[config.mk]
export PLATFORM = sky130hd
export DESIGN_NAME = logic_unit_pipe_flat
export DESIGN_NICKNAME = d
export VERILOG_FILES = /design/src/rtl/logic_unit_pipe_if.sv /design/src/rtl/logic_unit_pipe.sv /design/src/flat_wrapper.sv
export SDC_FILE = /design/constraint.sdc
export NUM_CORES = 1
export LEC_CHECK = 0
export CAP_MARGIN = 20
export CORE_UTILIZATION = 51
export DETAILED_ROUTE_END_ITERATION = 8
export GPL_ROUTABILITY_DRIVEN = 0
export PLACE_DENSITY = 0.82
export SKIP_LAST_GASP = 1
export SYNTH_ARGS = -nofsm -noshare
export SYNTH_HDL_FRONTEND = slang
export SYNTH_SLANG_ARGS = --single-unit
[constraint.sdc]
create_clock -name clk -period 3.13 [get_ports clk]
set_clock_uncertainty 0.15 [all_clocks]
set_input_delay 0.626 -clock clk [delete_from_list [all_inputs] [get_ports clk]]
set_output_delay 0.626 -clock clk [all_outputs]
set_load 0.005 [all_outputs]
[src/rtl/logic_unit_pipe_if.sv]
// Operand/result handshake bundle for logic_unit_pipe.
// master = producer/consumer side (testbench, upstream/downstream), slave = the unit.
interface logic_unit_pipe_if #(
    parameter int WIDTH = 32
);
    logic             in_valid;
    logic             in_ready;
    logic [WIDTH-1:0] in_a;
    logic [WIDTH-1:0] in_b;
    logic [2:0]       in_op;
    logic             out_valid;
    logic             out_ready;
    logic [WIDTH-1:0] out_y;
    logic             out_zero;
    logic             out_ones;
    logic             out_parity;

    modport master (
        output in_valid, in_a, in_b, in_op, out_ready,
        input  in_ready, out_valid, out_y, out_zero, out_ones, out_parity
    );

    modport slave (
        input  in_valid, in_a, in_b, in_op, out_ready,
        output in_ready, out_valid, out_y, out_zero, out_ones, out_parity
    );
endinterface

[src/rtl/logic_unit_pipe.sv]
// logic_unit_pipe: WIDTH-bit, 8-op bitwise logic unit with a 2-stage
// valid/ready pipeline (S1 operand capture, S2 compute + flags).
// Optional: define LOGIC_UNIT_STATS_EN to add a saturating 16-bit op_count
// port counting output handshakes.
module logic_unit_pipe #(
    parameter int WIDTH = 32
) (
    input  logic                  clk,
    input  logic                  rst_n,
    logic_unit_pipe_if.slave      bus
`ifdef LOGIC_UNIT_STATS_EN
    ,
    output logic [15:0]           op_count
`endif
);

    localparam logic [2:0] OP_AND  = 3'd0;
    localparam logic [2:0] OP_OR   = 3'd1;
    localparam logic [2:0] OP_XOR  = 3'd2;
    localparam logic [2:0] OP_NAND = 3'd3;
    localparam logic [2:0] OP_NOR  = 3'd4;
    localparam logic [2:0] OP_XNOR = 3'd5;
    localparam logic [2:0] OP_ANDN = 3'd6;

    // Stage 1 operand registers
    logic             r_s1_v;
    logic [WIDTH-1:0] r_a;
    logic [WIDTH-1:0] r_b;
    logic [2:0]       r_op;

    // Stage 2 result registers
    logic             r_out_v;
    logic [WIDTH-1:0] r_y;
    logic             r_zero;
    logic             r_ones;
    logic             r_par;

    logic             w_in_ready;
    logic             w_s1_load;
    logic             w_s2_load;
    logic [WIDTH-1:0] w_y;

    // S1 frees up whenever S2 can take its beat; combinational from out_ready
    // so a full pipe still streams one beat per cycle.
    assign w_in_ready = ~r_s1_v | ~r_out_v | bus.out_ready;
    assign w_s1_load  = bus.in_valid & w_in_ready;
    assign w_s2_load  = r_s1_v & (~r_out_v | bus.out_ready);

    // Op decode on the S1 registers
    always_comb begin
        w_y = r_a;
        case (r_op)
            OP_AND:  w_y = r_a & r_b;
            OP_OR:   w_y = r_a | r_b;
            OP_XOR:  w_y = r_a ^ r_b;
            OP_NAND: w_y = ~(r_a & r_b);
            OP_NOR:  w_y = ~(r_a | r_b);
            OP_XNOR: w_y = ~(r_a ^ r_b);
            OP_ANDN: w_y = r_a & ~r_b;
            default: w_y = r_a;
        endcase
    end

    // S1: capture an accepted beat; drop the valid when S2 drains it
    always_ff @(posedge clk or negedge rst_n) begin
        if (!rst_n) begin
            r_s1_v <= 1'b0;
            r_a    <= '0;
            r_b    <= '0;
            r_op   <= '0;
        end else begin
            if (w_s1_load) begin
                r_s1_v <= 1'b1;
                r_a    <= bus.in_a;
                r_b    <= bus.in_b;
                r_op   <= bus.in_op;
            end else if (w_s2_load) begin
                r_s1_v <= 1'b0;
            end
        end
    end

    // S2: result and flags load together so the flags always describe out_y
    always_ff @(posedge clk or negedge rst_n) begin
        if (!rst_n) begin
            r_out_v <= 1'b0;
            r_y     <= '0;
            r_zero  <= 1'b1;
            r_ones  <= 1'b0;
            r_par   <= 1'b0;
        end else begin
            if (w_s2_load) begin
                r_out_v <= 1'b1;
                r_y     <= w_y;
                r_zero  <= (w_y == '0);
                r_ones  <= (w_y == {WIDTH{1'b1}});
                r_par   <= ^w_y;
            end else if (bus.out_ready) begin
                r_out_v <= 1'b0;
            end
        end
    end

    assign bus.in_ready   = w_in_ready;
    assign bus.out_valid  = r_out_v;
    assign bus.out_y      = r_y;
    assign bus.out_zero   = r_zero;
    assign bus.out_ones   = r_ones;
    assign bus.out_parity = r_par;

`ifdef LOGIC_UNIT_STATS_EN
    logic [15:0] r_op_count;

    // Count output handshakes, sticking at all-ones instead of wrapping
    always_ff @(posedge clk or negedge rst_n) begin
        if (!rst_n) begin
            r_op_count <= '0;
        end else if (r_out_v && bus.out_ready && (r_op_count != 16'hFFFF)) begin
            r_op_count <= r_op_count + 16'd1;
        end
    end

    assign op_count = r_op_count;
`endif

endmodule
[src/flat_wrapper.sv]
// flat-port wrapper written by rule: the top's interface ports become plain ports
module logic_unit_pipe_flat 
#(
    parameter int WIDTH = 32
)
  (clk, rst_n, bus_in_valid, bus_in_a, bus_in_b, bus_in_op, bus_out_ready, bus_in_ready, bus_out_valid, bus_out_y, bus_out_zero, bus_out_ones, bus_out_parity);
  logic_unit_pipe_if #(.WIDTH(WIDTH)) bus_i ();
  input  logic clk;
  input  logic rst_n;
  input wire logic [$bits(bus_i.in_valid)-1:0] bus_in_valid;
  input wire logic [$bits(bus_i.in_a)-1:0] bus_in_a;
  input wire logic [$bits(bus_i.in_b)-1:0] bus_in_b;
  input wire logic [$bits(bus_i.in_op)-1:0] bus_in_op;
  input wire logic [$bits(bus_i.out_ready)-1:0] bus_out_ready;
  output wire logic [$bits(bus_i.in_ready)-1:0] bus_in_ready;
  output wire logic [$bits(bus_i.out_valid)-1:0] bus_out_valid;
  output wire logic [$bits(bus_i.out_y)-1:0] bus_out_y;
  output wire logic [$bits(bus_i.out_zero)-1:0] bus_out_zero;
  output wire logic [$bits(bus_i.out_ones)-1:0] bus_out_ones;
  output wire logic [$bits(bus_i.out_parity)-1:0] bus_out_parity;
  assign bus_i.in_valid = bus_in_valid;
  assign bus_i.in_a = bus_in_a;
  assign bus_i.in_b = bus_in_b;
  assign bus_i.in_op = bus_in_op;
  assign bus_i.out_ready = bus_out_ready;
  assign bus_in_ready = bus_i.in_ready;
  assign bus_out_valid = bus_i.out_valid;
  assign bus_out_y = bus_i.out_y;
  assign bus_out_zero = bus_i.out_zero;
  assign bus_out_ones = bus_i.out_ones;
  assign bus_out_parity = bus_i.out_parity;
  logic_unit_pipe #(.WIDTH(WIDTH)) u_core (.clk(clk), .rst_n(rst_n), .bus(bus_i));
endmodule
==> run metrics, run 1 <==
synthesized flop and latch total=104; Final Cell Area=0.01069 mm2; via count=6,937; synthesized area per cell=9.699 um2; DRC Markers=0; max_cap viols=0; final WL=21.04 mm; ranking of synthesized cells by area=dfrtp_1 (32%), ha_1 (19%), mux2_2 (12%); power per cell area=673.8 mW/mm2; GRT Total Usage=24.82%; DP Area=0.009769 mm2; maximum VDD drop=571.2 uV; reg-to-reg endpoint=u_core.bus.out_parity; r2r setup slk=-0.02 ns; Post-synth ARST share=100.0%; maximum fanout along the worst path=23; Critical Path, Cell by Cell=buf_6, buf_6, nand2b_1, nand2_1, o21ai_0, o22ai_1, o21ai_0, ha_1, xnor2_2, xnor2_1, xnor2_1, xnor2_1, xnor3_1, o21ai_1; Hold Path Class=primary input to async pin; Via density=5.738; Mapped Nets=1,030; count of input and output buffers=107; ANT nets after route=0; # rows=45; Top FF cell, synth=dfrtp_1; CP Launch Type=flip-flop; pre-CTS WS=-0.07833 ns; reg2reg path depth=14; Sink Count=around 100; drt pass-1 iters=7; critical path type=flip-flop to flip-flop; IO Count=108; most frequent CP cell=xnor2_1; final max-slew violation count=0; HPWL Detailed=14.84 mm; Yosys cell types=just over 60; Worst-Skew Late Latency=0.36 ns; first-pass GRT wire length=31.84 mm; Crit path largest cell delay=~0.48 ns; die height=128.2 um; mapped cell area=roughly 0.008 mm2; Setup-failing EPs final=1; Worst EP arrival=3.29 ns; clock tree buffer depth=2; grt ovf=0; Critical path origin=u_core.r_op[2]; Final period util=100.8%; Post-synth EDFFs=0; share of layout cells above drive strength 1=27.25%; failing checks=setup timing; Post-CTS Hold Buffers=0; WL/cell=17.40 um; CP endpoint=u_core.bus.out_parity; CTS Buf Count=9; crit end category=flip-flop; Initial Utilization=52.88%; RSZ-0062 raised after global routing=yes; worst endpoint required time=between 3 and 4 ns; Seq/Total Area, Yosys=approximately a third; initial antenna violation count=0; Power Total=7.200 mW; leakage=about 4.9 nW; vias in the first global route=6,454; Synth top area share=31.71%; status=finished, violations left; core area=0.01537 mm2; slowest cell on the critical path=dfrtp_4; largest net degree at the start of global routing=48; Yosys warnings=0; clk root buf=clkbuf_16; number of DRC markers in iteration 0=541; area leader, netlist=dfrtp_1; Clock transition at path regs=about 0.070 ns; Final Hold Fails=0; Tmin final=roughly 3.2 ns; cell count after synthesis=838; Least-Margin Pin Slew=slightly below 0.7 ns; area growth from synthesis to layout=31.46%; fin nets=1,185; width of the die=around 130 um; slew margin rel.=a little over half; f_max=approximately 0.32 GHz; H-tree depth=3; Hold WS=0.1218 ns; CTS tree=built; setup ws final=-0.02369 ns; worst r2r src=u_core.r_op[2]; diodes inserted=0; Die ar.=0.01645 mm2
## stage by stage
stage | TNS [ns] | std cells | utilization [%]
2_1_floorplan | 0 | 838 | -
3_3_place_gp | 0 | 1171 | 63.56
3_5_place_dp | -0.07833 | 1171 | 63.56
4_1_cts | 0 | 1192 | 65.99
5_1_grt | -0.1707 | 1209 | 69.52
6_report | -0.02369 | 1209 | 69.52
## layout by cell type, fill, tap and decap left out, types with 4 or more instances in the layout
cell             synthesis  layout
ha_1                   121     113
clkdlybuf4s50_1          0     106
dfrtp_1                103      96
mux2_2                  88      88
inv_1                   90      86
buf_4                    4      70
o21ai_0                 57      50
nand2_1                 52      50
nor2_1                  41      39
a21oi_1                 42      36
mux2i_1                 27      26
nand2b_1                16      15
a211oi_1                18      15
clkbuf_16                0      10
a22oi_1                  9       8
o22ai_1                 11       8
ha_4                     0       8
buf_6                    2       8
a21oi_2                  1       7
buf_12                   2       7
nor2b_1                  9       6
nand4_1                  6       6
xnor2_2                  0       6
xnor2_1                 12       6
dfrtp_2                  0       6
inv_2                    1       5
and2_1                   6       5
a211o_1                  4       4
o31ai_1                  5       4
o21ai_2                  0       4
o21ai_1                  1       4
nand3_1                  4       4
## final cells by class
type | instances | area, um2
clock buffers | 9 | 225.2
clock inverters | 7 | 80.08
fillers | 1073 | 4686
inverters | 91 | 341.6
multi-input cells | 592 | 5273
flip-flops and latches | 104 | 2615
well taps | 211 | 264.0
repair buffers | 195 | 1887
## critical path, delay by kind of cell (launching register included)
kind	cells	cell delay, ns
xor gates and xnor gates	5	0.88
and+or+nand+nor	2	0.26
adders and majority gates	1	0.39
AOI/OAI and AO/OA	4	0.58
DFF	1	0.48
buffers and inverters	2	0.33
## what timing repair did
action	in CTS	in global routing
pin swaps	0	38
setup buffers	5	16
cloned	0	1
endpoints found under the setup margin	1	2
resized for setup	7	87
## cells by family (layout without fill, tap and decap cells)
family | after synthesis | after routing | synth area share, %
simple gates | 152 | 152 | 8.852
flops | 104 | 104 | 32.04
compound gates | 186 | 186 | 14.67
xor+xnor | 15 | 15 | 1.786
fa+ha+maj | 121 | 121 | 18.63
mux | 118 | 118 | 16.35
buf+inv | 142 | 302 | 7.682
## where the power goes
group | leakage [nW] | total [mW] | internal (mW) | switching (mW)
sequential | 1.22 | 1.91 | 1.66 | 0.253
clock | 0.143 | 1.16 | 0.628 | 0.532
combinational | 3.56 | 4.13 | 2.22 | 1.91
total | 4.92 | 7.20 | 4.51 | 2.69
## flip-flops by register name, indices dropped and copies added (netlist names)
| name | cells |
|---|---|
| u_core.bus.out_y | 32 |
| u_core.r_a | 32 |
| u_core.r_b | 32 |
| u_core.r_op | 3 |
| u_core.bus.out_ones | 1 |
| u_core.bus.out_parity | 1 |
| u_core.bus.out_valid | 1 |
| u_core.bus.out_zero | 1 |
| u_core.r_s1_v | 1 |
## worst min-delay path by stage
stage	from	to	slack (ns)	cells after the start
after floorplan	rst_n	u_core.bus.out_ones	0.18	0
after CTS	rst_n	u_core.r_op[2]	0.14	1
after detailed placement	u_core.bus.out_y[1]	u_core.bus.out_y[1]	0.32	2
after global routing	rst_n	u_core.r_a[0]	0.17	1
final	rst_n	u_core.r_a[1]	0.12	1
after global placement	u_core.bus.out_y[1]	u_core.bus.out_y[1]	0.31	2
## cells in the mapped netlist (all sizes together), types with 2 or more instances
| master | instances |
|---|---|
| a211o | 4 |
| a211oi | 18 |
| a21o | 2 |
| a21oi | 43 |
| a221oi | 7 |
| a22oi | 9 |
| a311oi | 3 |
| a31oi | 3 |
| a32oi | 2 |
| and2 | 6 |
| buf | 34 |
| clkbuf | 17 |
| dfrtp | 103 |
| ha | 121 |
| inv | 91 |
| mux2 | 88 |
| mux2i | 27 |
| mux4 | 3 |
| nand2 | 53 |
| nand2b | 16 |
| nand3 | 5 |
| nand3b | 3 |
| nand4 | 6 |
| nor2 | 41 |
| nor2b | 9 |
| nor3 | 4 |
| nor4 | 2 |
| o21a | 2 |
| o21ai | 58 |
| o221ai | 4 |
| o22a | 4 |
| o22ai | 11 |
| o31ai | 6 |
| o32ai | 3 |
| or3 | 3 |
| xnor2 | 12 |
| xor2 | 2 |
## layer usage
| metal | track usage [%] | vias to the layer above | part of all wire (%) |
|---|---|---|---|
| li1 | - | 3224 | - |
| met1 | 33.30 | 3331 | 42 |
| met2 | 40.89 | 328 | 48 |
| met3 | 3.255 | 54 | 6.9 |
| met4 | 9.135 | 0 | 2.9 |
| met5 | 0 | - | 0 |
Note: power is estimated with default switching activity, not from simulation.
==> run 2: changes to the inputs <==
--- a/config.mk
+++ b/config.mk
@@ -5,6 +5,7 @@
 export SDC_FILE = /design/constraint.sdc
 export NUM_CORES = 1
 export LEC_CHECK = 0
+export ABC_CLOCK_PERIOD_IN_PS = 3130
 export CAP_MARGIN = 20
 export CORE_UTILIZATION = 51
 export DETAILED_ROUTE_END_ITERATION = 8
==> results of run 2 <==
Same layout as run 1: the final DEF is identical, and so are final timing and power.
==> run 3: changes to the inputs <==
--- a/config.mk
+++ b/config.mk
@@ -7,10 +7,11 @@
 export LEC_CHECK = 0
 export ABC_CLOCK_PERIOD_IN_PS = 3130
 export CAP_MARGIN = 20
-export CORE_UTILIZATION = 51
+export CORE_UTILIZATION = 52
+export CTS_BUF_LIST = sky130_fd_sc_hd__clkbuf_4
 export DETAILED_ROUTE_END_ITERATION = 8
 export GPL_ROUTABILITY_DRIVEN = 0
-export PLACE_DENSITY = 0.82
+export PLACE_DENSITY = 0.83
 export SKIP_LAST_GASP = 1
 export SYNTH_ARGS = -nofsm -noshare
 export SYNTH_HDL_FRONTEND = slang
==> run 3 against run 2 <==
Net effect: the run still ends with setup timing left; critical endpoint unchanged; critical path depth down 1; non-clock buffer count rose by 31; core utilization grew 1.3 points; setup slack worse by 0.037 ns; sequential share of layout area decreased by 0.21 points; routed wire length increased by 4.8%; hold slack better by 0.22 ns; largest cell class unchanged; sequential cell count unchanged.
==> run metrics, run 3 (synthesis results as in run 1) <==
fin nets=1,216 (+2.6%); HPWL Detailed=14.92 mm (+0.51%); width of the die=127.0 um (-0.95%); core area=0.01520 mm2 (-1.1%); clk root buf=clkbuf_4; first-pass GRT wire length=32.84 mm (+3.2%); Sink Count=104 (unchanged); count of input and output buffers=107 (unchanged); Comb pwr share=62.1% (+4.7 points); switching pwr=2.646 mW (-1.7%); Setup-failing EPs final=1 (unchanged); clock share of power=10.1% (-6.0 points); Tmin final=3.190 ns (+0.03655 ns); initial antenna violation count=1 (+1); Cells after DPL=1,159 (-1.0%); ANT nets after route=0 (unchanged); Least-Margin Pin Slew=0.6312 ns (-0.05892 ns); Hold Path Class=flip-flop to flip-flop; Final Hold Fails=0 (unchanged); most frequent CP cell=xnor2_1; Worst-Skew Late Latency=0.51 ns (+0.15 ns); hold endpoint=u_core.bus.out_y[1]; setup ws final=-0.06024 ns (-0.03655 ns); Clock transition at path regs=0.15 ns (+0.08 ns); number of DRC markers in iteration 0=654 (+21%); CTS Buf Count=9 (unchanged); max_cap viols=0 (unchanged); Crit path largest cell delay=0.40 ns (-0.08 ns); slew margin rel.=57.48% (+4.0 points); share of layout cells above drive strength 1=28.47% (+1.2 points); reg-to-reg endpoint=u_core.bus.out_parity; RSZ-0062 raised after global routing=yes; area growth from synthesis to layout=32.44%; maximum VDD drop=462.9 uV (-19%); Pint=4.210 mW (-6.6%); Cell Count, Final, Fillers Out=1,218 (+0.74%); share of power burned in registers=27.9% (+1.4 points); Initial Utilization=53.47% (+0.59 points); Final period util=101.9% (+1.2 points); commonest non-fill, non-tap cell in the layout=ha_1; drt pass-1 iters=5 (-2); status=finished, violations left; grt ovf=0 (unchanged); Die ar.=0.01613 mm2 (-1.9%); Via density=5.878 (+2.5%); most frequent cells in the layout=ha_1 (117), clkdlybuf4s50_1 (106), buf_4 (101); Critical Path, Cell by Cell=inv_1, ha_1, nor2b_1, a211oi_1, a21oi_1, o221ai_2, ha_1, xnor2_2, xnor2_1, xnor2_1, xnor2_1, xnor3_1, o21ai_1; Worst EP arrival=3.49 ns (+0.20 ns); multi-input logic area=0.005221 mm2 (-0.97%); crit end category=flip-flop; sequential cell area=0.002611 mm2 (-0.14%); failing checks=setup timing; min-delay src=u_core.bus.out_y[1]; worst endpoint required time=3.43 ns (+0.16 ns); power per cell area=636.9 mW/mm2 (-5.5%); critical path type=flip-flop to flip-flop; via count=7,160 (+3.2%); H-tree depth=3 (unchanged); WL/cell=18.11 um (+4.1%); die height=127.0 um (-0.95%); # rows=45 (unchanged); final WL=22.06 mm (+4.8%); clock tree buffer depth=2 (unchanged); vias in the first global route=6,616 (+2.5%); leakage=5.051 nW (+2.6%); Fillers=1,009 (-6.0%); CTS tree=built; GRT Total Usage=25.78% (+0.96 points); slowest cell on the critical path=dfrtp_1; worst r2r src=u_core.r_b[23]; DRC Markers=0 (unchanged); maximum fanout along the worst path=3 (-87%); Sw Share=38.59% (+1.2 points); IO Count=108 (unchanged); Hold Crit Depth=2; r2r setup slk=-0.06 ns (-0.04 ns); Hold WS=0.3425 ns (+0.2208 ns); final max-slew violation count=0 (unchanged); CP Launch Type=flip-flop; largest net degree at the start of global routing=60 (+25%); setup TNS=-0.06024 ns (-0.03655 ns); f_max=0.3135 GHz (-1.1%); reg2reg path depth=13 (-1)
## run 3: cell count changes in the layout (fill, tap and decap cells not counted), moves of 4 or more
cell	change
o21ai_1	+8
buf_4	+31
ha_1	+4
a211oi_2	+4
clkbuf_16	-5
ha_4	-4
clkbuf_4	+9
clkinv_2	+4
buf_6	-7
o21ai_0	-5
a211oi_1	-4
## run 3: how the worst max path moves through the flow
stage	to	from	depth (start not counted)	slack [ns]
after floorplan	u_core.bus.out_parity	u_core.r_op[2]	17	0.06
after global placement	u_core.bus.out_parity	u_core.r_op[2]	13	0.07
after detailed placement	u_core.bus.out_parity	u_core.r_a[11]	15	-0.05
after CTS	u_core.bus.out_parity	u_core.r_a[12]	11	0.001
after global routing	u_core.bus.out_parity	u_core.r_b[23]	13	-0.18
final	u_core.bus.out_parity	u_core.r_b[23]	13	-0.06
## run 3: layer usage
metal / vias up / global-route usage (%) / share of wire (%)
met4: 0 / 9.734 / 3.5
met1: 3441 / 34.89 / 41
met5: - / 0 / 0
met3: 70 / 3.392 / 7.3
met2: 363 / 42.31 / 48
li1: 3286 / - / -
## run 3: layout make-up
cell class	instances	area share [%]
Clock inverter	7	0.5812
Antenna cell	1	0.02325
Tap cell	188	2.185
Inverter	91	3.231
Multi-Input combinational cell	592	48.51
Timing Repair Buffer	226	20.59
Sequential cell	104	24.26
Clock buffer	9	0.6277
## run 3: what timing repair did
action	in CTS	in global routing
hold buffers	1	0
endpoints found under the hold margin	14	0
pin swaps	4	30
endpoints found under the setup margin	1	1
resized for setup	7	79
gates cloned	0	5
setup buffers	6	30
## run 3: through the flow
stage	utilization (%)	total power, mW	instance area, um2	worst slack (ns)
3_5_place_dp	64.78	5.514	9848	-0.05223
2_1_floorplan	-	4.143	8128	0.06469
5_1_grt	70.81	7.272	10760	-0.1789
6_report	70.81	6.856	10760	-0.06024
4_1_cts	66.29	6.249	10080	0.001319
3_3_place_gp	64.78	5.370	9848	0.07463
## run 3: worst max-delay path: cells and delay by family, from the launching register on
kind	cells	cell delay (ns)
adder cells (fa/ha/maj)	2	0.64
AO/OA/AOI/OAI	4	0.80
buffers and inverters	1	0.08
AND/OR/NAND/NOR	1	0.14
XOR/XNOR	5	0.94
flip-flops	1	0.40
## run 3: power by group through the flow
stage          clock network (mW)  registers, mW  logic (mW)
4_1_cts                     0.704           1.90        3.64
3_3_place_gp                    0           1.92        3.45
6_report                    0.689           1.91        4.26
2_1_floorplan                   0           1.87        2.27
3_5_place_dp                    0           1.94        3.57
5_1_grt                     0.754           1.95        4.57
==> RTL change (flow settings as in run 1) <==
`WIDTH` is set to 32 in 3 places; all go to 24.
--- a/src/rtl/logic_unit_pipe_if.sv
+++ b/src/rtl/logic_unit_pipe_if.sv
@@ -2,5 +2,5 @@
 // master = producer/consumer side (testbench, upstream/downstream), slave = the unit.
 interface logic_unit_pipe_if #(
-    parameter int WIDTH = 32
+    parameter int WIDTH = 24
 );
     logic             in_valid;
--- a/src/rtl/logic_unit_pipe.sv
+++ b/src/rtl/logic_unit_pipe.sv
@@ -4,5 +4,5 @@
 // port counting output handshakes.
 module logic_unit_pipe #(
-    parameter int WIDTH = 32
+    parameter int WIDTH = 24
 ) (
     input  logic                  clk,
--- a/src/flat_wrapper.sv
+++ b/src/flat_wrapper.sv
@@ -2,5 +2,5 @@
 module logic_unit_pipe_flat 
 #(
-    parameter int WIDTH = 32
+    parameter int WIDTH = 24
 )
   (clk, rst_n, bus_in_valid, bus_in_a, bus_in_b, bus_in_op, bus_out_ready, bus_in_ready, bus_out_valid, bus_out_y, bus_out_zero, bus_out_ones, bus_out_parity);
Ports: changed (resized bus_in_a, bus_in_b and bus_out_y); port bits go from 108 to 84. No check against the original RTL was run, so the function may have changed too.
==> RTL change against run 1 <==
The flow finishes with violations (design-rule violations); via count decreased by 23%; total power decreased by 24%; synthesized area decreased by 24%; largest cell class unchanged; routed wire length decreased by 24%; final area decreased by 25%; worst setup slack improved by 0.032 ns; sequential cell count decreased by 24; sequential power decreased by 24%.
==> RTL change: results (changes against run 1) <==
* Status: complete, but fails checks (unchanged)
* Violated checks: design-rule violations (was negative setup slack)
* Post-synthesis cell count at 632 (was 838)
* DR DRC count at 6 (was 0)
* Metal2 WL at 7.52 mm (was 10.2 mm)
* Global-route wire length before repair at 25.1 mm (was 31.8 mm)
* Arrival time at the worst endpoint at 3.25 ns (was 3.29 ns)
* Logic gate share of total power at 0.524 (was 0.574)
* Final-layout clock buffer total at 13 (was 9)
* Worst Reg-to-Reg Cells at 13 (was 14)
* Total Wirelength at 16.0 mm (was 21.0 mm)
* Largest driver fanout on the critical path at 2 (was 23)
* Internal reg-to-reg setup slack at 0.009 ns (was -0.02 ns)
* Slew at the pin closest to its max-slew limit at 0.664 ns (was 0.690 ns)
* Net count of the mapped netlist at 778 (was 1,030)
* Count of non-filler cells in the finished layout at 904 (was 1,209)
* Slowest stage cell on the critical path: dfrtp_1 (was dfrtp_4)
* Worst IR drop on VDD at 0.389 mV (was 0.571 mV)
* Slowest Stage Delay on Critical Path at 0.35 ns (was 0.48 ns)
* GR Layer Usage met3 at 0.0506 (was 0.0326)
* Final hold slack at 0.0919 ns (was 0.122 ns)
* Area fraction in compound gates after synthesis at 0.149 (was 0.147)
* All-layer global routing usage at 0.253 (was 0.248)
* Leak at 3.77 nW (was 4.92 nW)
* Via count of the first global-routing pass at 5,262 (was 6,454)
* Maximum number of pins on one net before global-route repair at 52 (was 48)
* Fill cell total of the finished layout at 806 (was 1,073)
* Drt initial violations at 436 (was 541)
RTL change: cell types whose count changed after synthesis, moves of 17 or more:
cell     before  now
o21ai_0      57   24
ha_1        121   91
mux2_2       88   58
dfrtp_1     103   79
inv_1        90   70
o21ai_1       1   20
nand2_1      52   34
a21oi_1      42   25
RTL change: worst max-delay path by stage:
stage	startpoint	end	depth (start not counted)
floorplan	u_core.r_op[0]	u_core.bus.out_parity	15
global placement	u_core.r_op[1]	u_core.bus.out_parity	13
CTS	u_core.r_b[10]	u_core.bus.out_parity	13
finish	u_core.r_b[18]	u_core.bus.out_parity	13
detailed placement	u_core.r_op[0]	u_core.bus.out_parity	12
global route	u_core.r_b[3]	u_core.bus.out_parity	15
RTL change: per-stage QoR:
step                worst slack, ns   util    TNS [ns]
detailed placement       -0.0000639  0.636  -0.0000639
global placement             0.0941  0.636           0
finish                      0.00874  0.690           0
global route                -0.0979  0.690     -0.0979
floorplan                     0.165      -           0
CTS                          0.0416  0.664           0
